$ cat src/rtl/rom_arbiter_pkg.sv
// rom_arbiter_pkg: shared types and helpers for the ROM SDRAM read arbiter.
//   arb_state_e  - request FSM state (IDLE / RD_REQ / WR_REQ)
//   ARB_FIXED    - fixed priority arbitration, channel 0 highest
//   ARB_RR       - round-robin arbitration
//   clog2_safe   - ceil(log2(n)) but never less than 1, for tag/pointer widths
package rom_arbiter_pkg;

  typedef enum logic [1:0] {
    IDLE   = 2'd0,
    RD_REQ = 2'd1,
    WR_REQ = 2'd2
  } arb_state_e;

  localparam int ARB_FIXED = 0;
  localparam int ARB_RR    = 1;

  function automatic int clog2_safe(input int n);
    int r;
    r = (n <= 1) ? 1 : $clog2(n);
    return r;
  endfunction

endpackage

$ cat src/rtl/rom_download_packer.sv
// rom_download_packer: packs IOCTL download bytes into little-endian 32-bit
// words and presents one ready word at a time to the arbiter FSM.
//   clk, reset_n        - clock, asynchronous active-low reset
//   ioctl_*_i           - download byte stream
//   wr_done_i           - the pending write was accepted by the SDRAM
//   word_rdy_o          - a packed word waits for (or is being) written
//   word_addr_o/data_o  - word address (byte address / 4) and data
//   busy_o              - a word is pending or a trailing flush is being formed
//   overrun_o           - sticky: a word completed while one was still pending
module rom_download_packer
  import rom_arbiter_pkg::*;
(
  input  logic        clk,
  input  logic        reset_n,
  input  logic [24:0] ioctl_addr_i,
  input  logic [7:0]  ioctl_data_i,
  input  logic        ioctl_wr_i,
  input  logic        ioctl_download_i,
  input  logic        wr_done_i,
  output logic        word_rdy_o,
  output logic [22:0] word_addr_o,
  output logic [31:0] word_data_o,
  output logic        busy_o,
  output logic        overrun_o
);

  logic [31:0] lane_q;
  logic [3:0]  lane_vld_q;
  logic [22:0] lane_addr_q;
  logic        dl_q;
  logic        rdy_q;
  logic [22:0] out_addr_q;
  logic [31:0] out_data_q;
  logic        ovr_q;

  logic        byte_wr_s;
  logic [1:0]  lane_s;
  logic        full_s;
  logic        flush_s;
  logic        complete_s;
  logic        slot_free_s;
  logic [31:0] merged_s;

  assign byte_wr_s   = ioctl_wr_i & ioctl_download_i;
  assign lane_s      = ioctl_addr_i[1:0];
  assign full_s      = byte_wr_s & (lane_s == 2'd3);
  // Download just ended with some bytes collected: emit them as a final word.
  assign flush_s     = dl_q & ~ioctl_download_i & (|lane_vld_q);
  assign complete_s  = full_s | flush_s;
  // The slot frees in the same cycle the previous write is acked.
  assign slot_free_s = ~rdy_q | wr_done_i;

  // Current lane buffer with the incoming byte merged into its lane.
  always_comb begin
    merged_s = lane_q;
    case (lane_s)
      2'd0:    merged_s[7:0]   = ioctl_data_i;
      2'd1:    merged_s[15:8]  = ioctl_data_i;
      2'd2:    merged_s[23:16] = ioctl_data_i;
      2'd3:    merged_s[31:24] = ioctl_data_i;
      default: merged_s        = lane_q;
    endcase
  end

  // Lane buffer, ready slot and overrun flag.
  always_ff @(posedge clk or negedge reset_n) begin
    if (!reset_n) begin
      lane_q      <= 32'd0;
      lane_vld_q  <= 4'd0;
      lane_addr_q <= 23'd0;
      dl_q        <= 1'b0;
      rdy_q       <= 1'b0;
      out_addr_q  <= 23'd0;
      out_data_q  <= 32'd0;
      ovr_q       <= 1'b0;
    end else begin
      dl_q <= ioctl_download_i;
      // Lanes restart empty after every word so unwritten bytes read as zero.
      if (complete_s) begin
        lane_q     <= 32'd0;
        lane_vld_q <= 4'd0;
      end else if (byte_wr_s) begin
        lane_q      <= merged_s;
        lane_vld_q  <= lane_vld_q | (4'b0001 << lane_s);
        lane_addr_q <= ioctl_addr_i[24:2];
      end
      if (complete_s && slot_free_s) begin
        rdy_q      <= 1'b1;
        out_addr_q <= full_s ? ioctl_addr_i[24:2] : lane_addr_q;
        out_data_q <= full_s ? merged_s : lane_q;
      end else if (wr_done_i) begin
        rdy_q <= 1'b0;
      end
      // The pending word wins; the newly completed one is lost.
      if (complete_s && !slot_free_s) begin
        ovr_q <= 1'b1;
      end
    end
  end

  assign word_rdy_o  = rdy_q;
  assign word_addr_o = out_addr_q;
  assign word_data_o = out_data_q;
  assign busy_o      = rdy_q | flush_s;
  assign overrun_o   = ovr_q;

endmodule

$ cat src/rtl/rom_arbiter_n.sv
// rom_arbiter_n: N-channel SDRAM read arbiter with an IOCTL download writer.
//   clk, reset_n       - clock, asynchronous active-low reset
//   ch_req/ch_addr     - per-channel read requests and flattened word addresses
//   ch_ack/ch_valid    - one-hot accept / data-valid pulses; ch_q = shared data
//   ioctl_*            - byte download stream (written when index == DL_INDEX)
//   sdram_*            - registered request side and return side of the SDRAM
//   err_orphan         - sticky: read data arrived with no read outstanding
//   err_overrun        - sticky: a download word was dropped
module rom_arbiter_n
  import rom_arbiter_pkg::*;
#(
  parameter int NUM_CH          = 4,
  parameter int ADDR_W          = 23,
  parameter int DATA_W          = 32,
  parameter int ARB_MODE        = 0,
  parameter int MAX_OUTSTANDING = 2,
  parameter int DL_INDEX        = 0
) (
  input  logic                     clk,
  input  logic                     reset_n,
  input  logic [NUM_CH-1:0]        ch_req,
  input  logic [NUM_CH*ADDR_W-1:0] ch_addr,
  output logic [NUM_CH-1:0]        ch_ack,
  output logic [NUM_CH-1:0]        ch_valid,
  output logic [DATA_W-1:0]        ch_q,
  input  logic [24:0]              ioctl_addr,
  input  logic [7:0]               ioctl_data,
  input  logic [15:0]              ioctl_index,
  input  logic                     ioctl_wr,
  input  logic                     ioctl_download,
  output logic [ADDR_W-1:0]        sdram_addr,
  output logic [DATA_W-1:0]        sdram_data,
  output logic                     sdram_we,
  output logic                     sdram_req,
  input  logic                     sdram_ack,
  input  logic                     sdram_valid,
  input  logic [DATA_W-1:0]        sdram_q,
  output logic                     err_orphan,
  output logic                     err_overrun
);

  localparam int TAG_W = clog2_safe(NUM_CH);
  localparam int PTR_W = clog2_safe(MAX_OUTSTANDING);
  localparam int CNT_W = PTR_W + 1;

  if (DATA_W != 32) begin : g_bad_data_w
    $error("rom_arbiter_n: DATA_W must be 32");
  end

  arb_state_e        state_q;
  logic [TAG_W-1:0]  grant_q;
  logic [TAG_W-1:0]  last_q;
  logic [ADDR_W-1:0] sdram_addr_q;
  logic [DATA_W-1:0] sdram_data_q;
  logic              sdram_we_q;
  logic              sdram_req_q;
  logic              orphan_q;
  logic [TAG_W-1:0]  tag_mem_q [MAX_OUTSTANDING];
  logic [PTR_W-1:0]  wr_ptr_q;
  logic [PTR_W-1:0]  rd_ptr_q;
  logic [CNT_W-1:0]  cnt_q;

  logic              pk_rdy_s;
  logic [22:0]       pk_addr_s;
  logic [31:0]       pk_data_s;
  logic              pk_busy_s;
  logic              fifo_full_s;
  logic              fifo_empty_s;
  logic              rd_ack_s;
  logic              wr_done_s;
  logic              pop_s;
  logic              rd_ok_s;
  logic [TAG_W-1:0]  win_s;
  logic [ADDR_W-1:0] win_addr_s;

  function automatic logic [PTR_W-1:0] ptr_inc(input logic [PTR_W-1:0] p);
    return (p == PTR_W'(MAX_OUTSTANDING - 1)) ? '0 : p + PTR_W'(1);
  endfunction

  rom_download_packer u_packer (
    .clk              (clk),
    .reset_n          (reset_n),
    .ioctl_addr_i     (ioctl_addr),
    .ioctl_data_i     (ioctl_data),
    .ioctl_wr_i       (ioctl_wr),
    .ioctl_download_i (ioctl_download),
    .wr_done_i        (wr_done_s),
    .word_rdy_o       (pk_rdy_s),
    .word_addr_o      (pk_addr_s),
    .word_data_o      (pk_data_s),
    .busy_o           (pk_busy_s),
    .overrun_o        (err_overrun)
  );

  assign fifo_full_s  = (cnt_q == CNT_W'(MAX_OUTSTANDING));
  assign fifo_empty_s = (cnt_q == CNT_W'(0));
  assign rd_ack_s     = (state_q == RD_REQ) & sdram_ack;
  assign wr_done_s    = (state_q == WR_REQ) & sdram_ack;
  assign pop_s        = sdram_valid & ~fifo_empty_s;
  // Reads wait for the download, its trailing flush and a free tag slot.
  assign rd_ok_s      = ~ioctl_download & ~pk_busy_s & (|ch_req) & ~fifo_full_s;

  // Arbitration: lowest index, or first requester after the last grant.
  always_comb begin
    logic             found;
    logic [TAG_W-1:0] idx;
    win_s = '0;
    found = 1'b0;
    idx   = '0;
    if (ARB_MODE == ARB_RR) begin
      for (int off = 1; off <= NUM_CH; off++) begin
        idx   = TAG_W'((int'(last_q) + off) % NUM_CH);
        win_s = (!found && ch_req[idx]) ? idx : win_s;
        found = found | ch_req[idx];
      end
    end else begin
      for (int i = NUM_CH - 1; i >= 0; i--) begin
        win_s = ch_req[i] ? TAG_W'(i) : win_s;
      end
    end
  end

  // Address of the winning channel.
  always_comb begin
    win_addr_s = '0;
    for (int i = 0; i < NUM_CH; i++) begin
      win_addr_s = (win_s == TAG_W'(i)) ? ch_addr[i*ADDR_W +: ADDR_W] : win_addr_s;
    end
  end

  // One-hot ack to the held grant and valid to the oldest outstanding tag.
  always_comb begin
    ch_ack   = '0;
    ch_valid = '0;
    for (int i = 0; i < NUM_CH; i++) begin
      ch_ack[i]   = rd_ack_s & (grant_q == TAG_W'(i));
      ch_valid[i] = pop_s & (tag_mem_q[rd_ptr_q] == TAG_W'(i));
    end
  end

  // Request FSM with registered SDRAM request outputs.
  always_ff @(posedge clk or negedge reset_n) begin
    if (!reset_n) begin
      state_q      <= IDLE;
      grant_q      <= '0;
      last_q       <= TAG_W'(NUM_CH - 1);
      sdram_addr_q <= '0;
      sdram_data_q <= '0;
      sdram_we_q   <= 1'b0;
      sdram_req_q  <= 1'b0;
      orphan_q     <= 1'b0;
    end else begin
      case (state_q)
        IDLE: begin
          // Download writes (including the flush) take priority over reads.
          if (pk_rdy_s) begin
            sdram_addr_q <= ADDR_W'(pk_addr_s);
            sdram_data_q <= pk_data_s;
            sdram_we_q   <= (ioctl_index == 16'(DL_INDEX));
            sdram_req_q  <= 1'b1;
            state_q      <= WR_REQ;
          end else if (rd_ok_s) begin
            sdram_addr_q <= win_addr_s;
            sdram_we_q   <= 1'b0;
            sdram_req_q  <= 1'b1;
            grant_q      <= win_s;
            state_q      <= RD_REQ;
          end
        end
        RD_REQ: begin
          if (sdram_ack) begin
            sdram_req_q <= 1'b0;
            last_q      <= grant_q;
            state_q     <= IDLE;
          end
        end
        WR_REQ: begin
          if (sdram_ack) begin
            sdram_req_q <= 1'b0;
            sdram_we_q  <= 1'b0;
            state_q     <= IDLE;
          end
        end
        default: begin
          sdram_req_q <= 1'b0;
          state_q     <= IDLE;
        end
      endcase
      if (sdram_valid && fifo_empty_s) begin
        orphan_q <= 1'b1;
      end
    end
  end

  // Tag FIFO: grant pushed on read ack, popped on each returned word.
  always_ff @(posedge clk or negedge reset_n) begin
    if (!reset_n) begin
      wr_ptr_q <= '0;
      rd_ptr_q <= '0;
      cnt_q    <= '0;
      for (int i = 0; i < MAX_OUTSTANDING; i++) begin
        tag_mem_q[i] <= '0;
      end
    end else begin
      if (rd_ack_s) begin
        tag_mem_q[wr_ptr_q] <= grant_q;
        wr_ptr_q            <= ptr_inc(wr_ptr_q);
      end
      if (pop_s) begin
        rd_ptr_q <= ptr_inc(rd_ptr_q);
      end
      case ({rd_ack_s, pop_s})
        2'b10:   cnt_q <= cnt_q + CNT_W'(1);
        2'b01:   cnt_q <= cnt_q - CNT_W'(1);
        default: cnt_q <= cnt_q;
      endcase
    end
  end

  assign sdram_addr = sdram_addr_q;
  assign sdram_data = sdram_data_q;
  assign sdram_we   = sdram_we_q;
  assign sdram_req  = sdram_req_q;
  assign err_orphan = orphan_q;
  assign ch_q       = sdram_q;

endmodule

$ cat config.mk
export PLATFORM = sky130hd
export DESIGN_NAME = rom_arbiter_n
export DESIGN_NICKNAME = d
export VERILOG_FILES = /design/src/rtl/rom_arbiter_pkg.sv /design/src/rtl/rom_download_packer.sv /design/src/rtl/rom_arbiter_n.sv
export SDC_FILE = /design/constraint.sdc
export NUM_CORES = 1
export LEC_CHECK = 0
export CORE_MARGIN = 2
export CORE_UTILIZATION = 50
export DETAILED_ROUTE_END_ITERATION = 10
export PLACE_DENSITY = 0.91
export RECOVER_POWER = 50
export REMOVE_ABC_BUFFERS = 1
export SLEW_MARGIN = 20
export SYNTH_ARGS = -nofsm -noshare
export SYNTH_HDL_FRONTEND = slang
export SYNTH_SLANG_ARGS = --single-unit
$ cat constraint.sdc
create_clock -name clk -period 4.5 [get_ports clk]
set_input_delay 0.9 -clock clk [delete_from_list [all_inputs] [get_ports clk]]
set_output_delay 0.9 -clock clk [all_outputs]
set_load 0.02 [all_outputs]
==> flow_metrics.env <==
export IMPL_vdd_drop_max_v=0.000305
export IMPL_place_inst=1203
export IMPL_ys_ff_latch=187
export IMPL_via_per_inst=5.70
export IMPL_yosysTopAreaCellShare=0.517
export IMPL_cap_violations=2
export IMPL_dp_hpwl_um=17800
export IMPL_pre_cts_slack_ns=0.914
export IMPL_cp_slowest_stage_delay_ns=0.63
export IMPL_critPathBufInv=2
export IMPL_crit_arrival_ns=2.60
export IMPL_ys_seq_area_frac=0.517
export IMPL_initial_utilization=0.508
export IMPL_yosys_warnings=0
export IMPL_pwr_share_seq=0.398
export IMPL_fin_skew_ns=0.00823
export IMPL_grt_max_degree=125
export IMPL_num_vias=7045
export IMPL_cts_max_path_buffers=2
export IMPL_power_frac_comb=0.365
export IMPL_place_gp_congestion=0.802
export IMPL_io_pins=282
export IMPL_avgSynthCellArea_um2=11.0
export IMPL_core_area_um2=17800
export IMPL_switching_share=0.349
export IMPL_worst_pin_slew_ns=2.98
export IMPL_clkTransAtPathRegs_ns=0.06
export IMPL_htreeDepth=4
export IMPL_internal_power_mw=4.10
export IMPL_synthCells=827
export IMPL_hold_violations=0
export IMPL_design_area_um2=11700
export IMPL_cts_tree="built"
export IMPL_grt_use_total=0.256
export IMPL_power_mw=6.30
export IMPL_cts_root_buf="clkbuf_16"
export IMPL_drcViolationCount=0
export IMPL_setup_viol=0
export IMPL_multi_input_area_um2=3870
export IMPL_critical_path_class="in -> out"
export IMPL_numClockSinks=187
export IMPL_cts_setup_buffers=0
export IMPL_io_buffers=217
export IMPL_cts_resized=0
export IMPL_min_period_ns=3.50
export IMPL_fmax_mhz=285
export IMPL_nFillCells=1354
export IMPL_synth_edf_count=0
export IMPL_ys_async_sr_fraction=1.00
export IMPL_p_clk_frac=0.237
export IMPL_yosysUniqueCellTypes=49
export IMPL_synth_area_leaders="dfrtp_1 52%, mux2_2 7.7%, mux2_1 6.2%"
export IMPL_layoutNonFillerInstCount=1235
export IMPL_cp_cell_sequence="dlygate4sd3_1 > o21ai_0 > a21oi_1 > clkdlybuf4s50_1"
export IMPL_power_density_nw_per_um2=537
export IMPL_first_global_vias=7272
export IMPL_rsz0062_at_grt="no"
export IMPL_power_switching_mw=2.20
export IMPL_slew_headroom=-0.989
export IMPL_drt_first_iter_violations=398
export IMPL_end_kind="output pin"
export IMPL_synth_top_area_cell="dfrtp_1"
export IMPL_synth_ff_type="dfrtp_1"
export IMPL_dieArea_um2=19200
export IMPL_die_h_um=139
export IMPL_grt_pass1_wl_um=38700
export IMPL_cp_required_ns=3.60
export IMPL_hp_class="reg -> reg"
export IMPL_register_area_um2=4680
export IMPL_area_growth_syn_to_layout_pct=29.7
export IMPL_yosys_cell_count_top_type="dfrtp_1"
export IMPL_drt_total_wl_um=24600
export IMPL_ant_nets=0
export IMPL_hold_slack_ns=0.460
export IMPL_dpl_cell_area_um2=11200
export IMPL_cpLargestDelayFamily="buffers and inverters"
export IMPL_fp_row_count=49
export IMPL_post_route_period_util=0.779
export IMPL_routedWlPerCell_um=19.9
export IMPL_fin_tns_setup_ns=0
export IMPL_cts_buffers_inserted=17
export IMPL_hold_buffers=0
export IMPL_finalNetCount=1180
export IMPL_start_kind="primary input"
export IMPL_cp_max_fo=6
export IMPL_setup_ws_ns=0.996
export IMPL_ys_top_cells_by_count="187 x dfrtp_1, 137 x nand2_1, 62 x mux2_2"
export IMPL_overflow=0
export IMPL_final_core_util=0.658
export IMPL_clock_latency_ns=0.42
export IMPL_slew_violations=181
export IMPL_leakagePower_nw=5.30
export IMPL_drive_gt1_frac=0.118
export IMPL_crit_slowest_cell="clkdlybuf4s50_1"
export IMPL_failed_checks="max-capacitance violations, max-slew violations"
export IMPL_status="finished with violations"
export IMPL_syn_area_um2=9060
export IMPL_antenna_found_initial=1
export IMPL_first_pass_iters=7
export IMPL_die_w_um=139
cell families after synthesis:
family,synth area share
adder cells (fa/ha/maj),0.00553
XOR/XNOR,0.00483
flip-flops,0.517
multiplexers,0.174
buffers and inverters,0.0590
AO/OA/AOI/OAI,0.138
AND/OR/NAND/NOR,0.102
sequential cells by signal, indices dropped and copies added (netlist names), 2 cells and up:
| register | count |
|---|---|
| grant_q | 2 |
| cnt_q | 2 |
| tag_mem_q | 4 |
| state_q | 2 |
| u_packer.lane_vld_q | 4 |
| u_packer.lane_q | 32 |
| sdram_data | 32 |
| sdram_addr | 23 |
| u_packer.lane_addr_q | 23 |
| u_packer.word_addr_o | 23 |
| u_packer.word_data_o | 32 |
cells in the final DEF, fill, tap and decap left out, types with 10 or more instances in the layout:
master           instances
clkdlybuf4s50_1        212
dfrtp_1                187
nand2_1                135
mux2_2                  62
o21ai_0                 53
mux2_1                  50
a22o_1                  47
nor2_1                  41
a21oi_1                 33
mux2i_1                 31
a2bb2oi_1               24
clkbuf_16               17
and2_1                  10
power by group through the flow:
stage / Combinational [mW] / Sequential [mW] / Clock, mW
final: 2.30 / 2.51 / 1.50
after global routing: 2.51 / 2.56 / 1.59
after CTS: 2.31 / 2.50 / 1.52
after detailed placement: 2.30 / 2.52 / 0
after global placement: 2.21 / 2.50 / 0
after floorplan: 1.13 / 2.66 / 0
metal layers:
layer	vias to the layer above	GRT usage	part of all wire
met5	-	0.0251	0.0019
met4	2	0.103	0.029
met3	54	0.0739	0.080
met2	347	0.421	0.49
met1	3439	0.320	0.40
li1	3203	-	-
layout make-up:
type | count | area share
well taps | 229 | 0.0244
clock buffers | 21 | 0.0409
flip-flops and latches | 187 | 0.398
repair buffers | 230 | 0.194
inverters | 9 | 0.00288
clock inverters | 10 | 0.00991
diodes | 1 | 0.000213
multi-input cells | 548 | 0.329
path summary, 6_finish.rpt:
check | from | endpoint | slack [ns] | cells after the start
max reg2reg | state_q[1] | sdram_addr[19] | 1.38 | 6
max | sdram_valid | ch_valid[3] | 1.0 | 4
min | err_orphan | err_orphan | 0.46 | 1
min in group asynchronous | reset_n | sdram_data[5] | 1.44 | 1
max in group asynchronous | reset_n | sdram_addr[20] | 1.22 | 2
min reg2reg | err_orphan | err_orphan | 0.46 | 1
No activity file was read; power rests on OpenSTA's default activity.
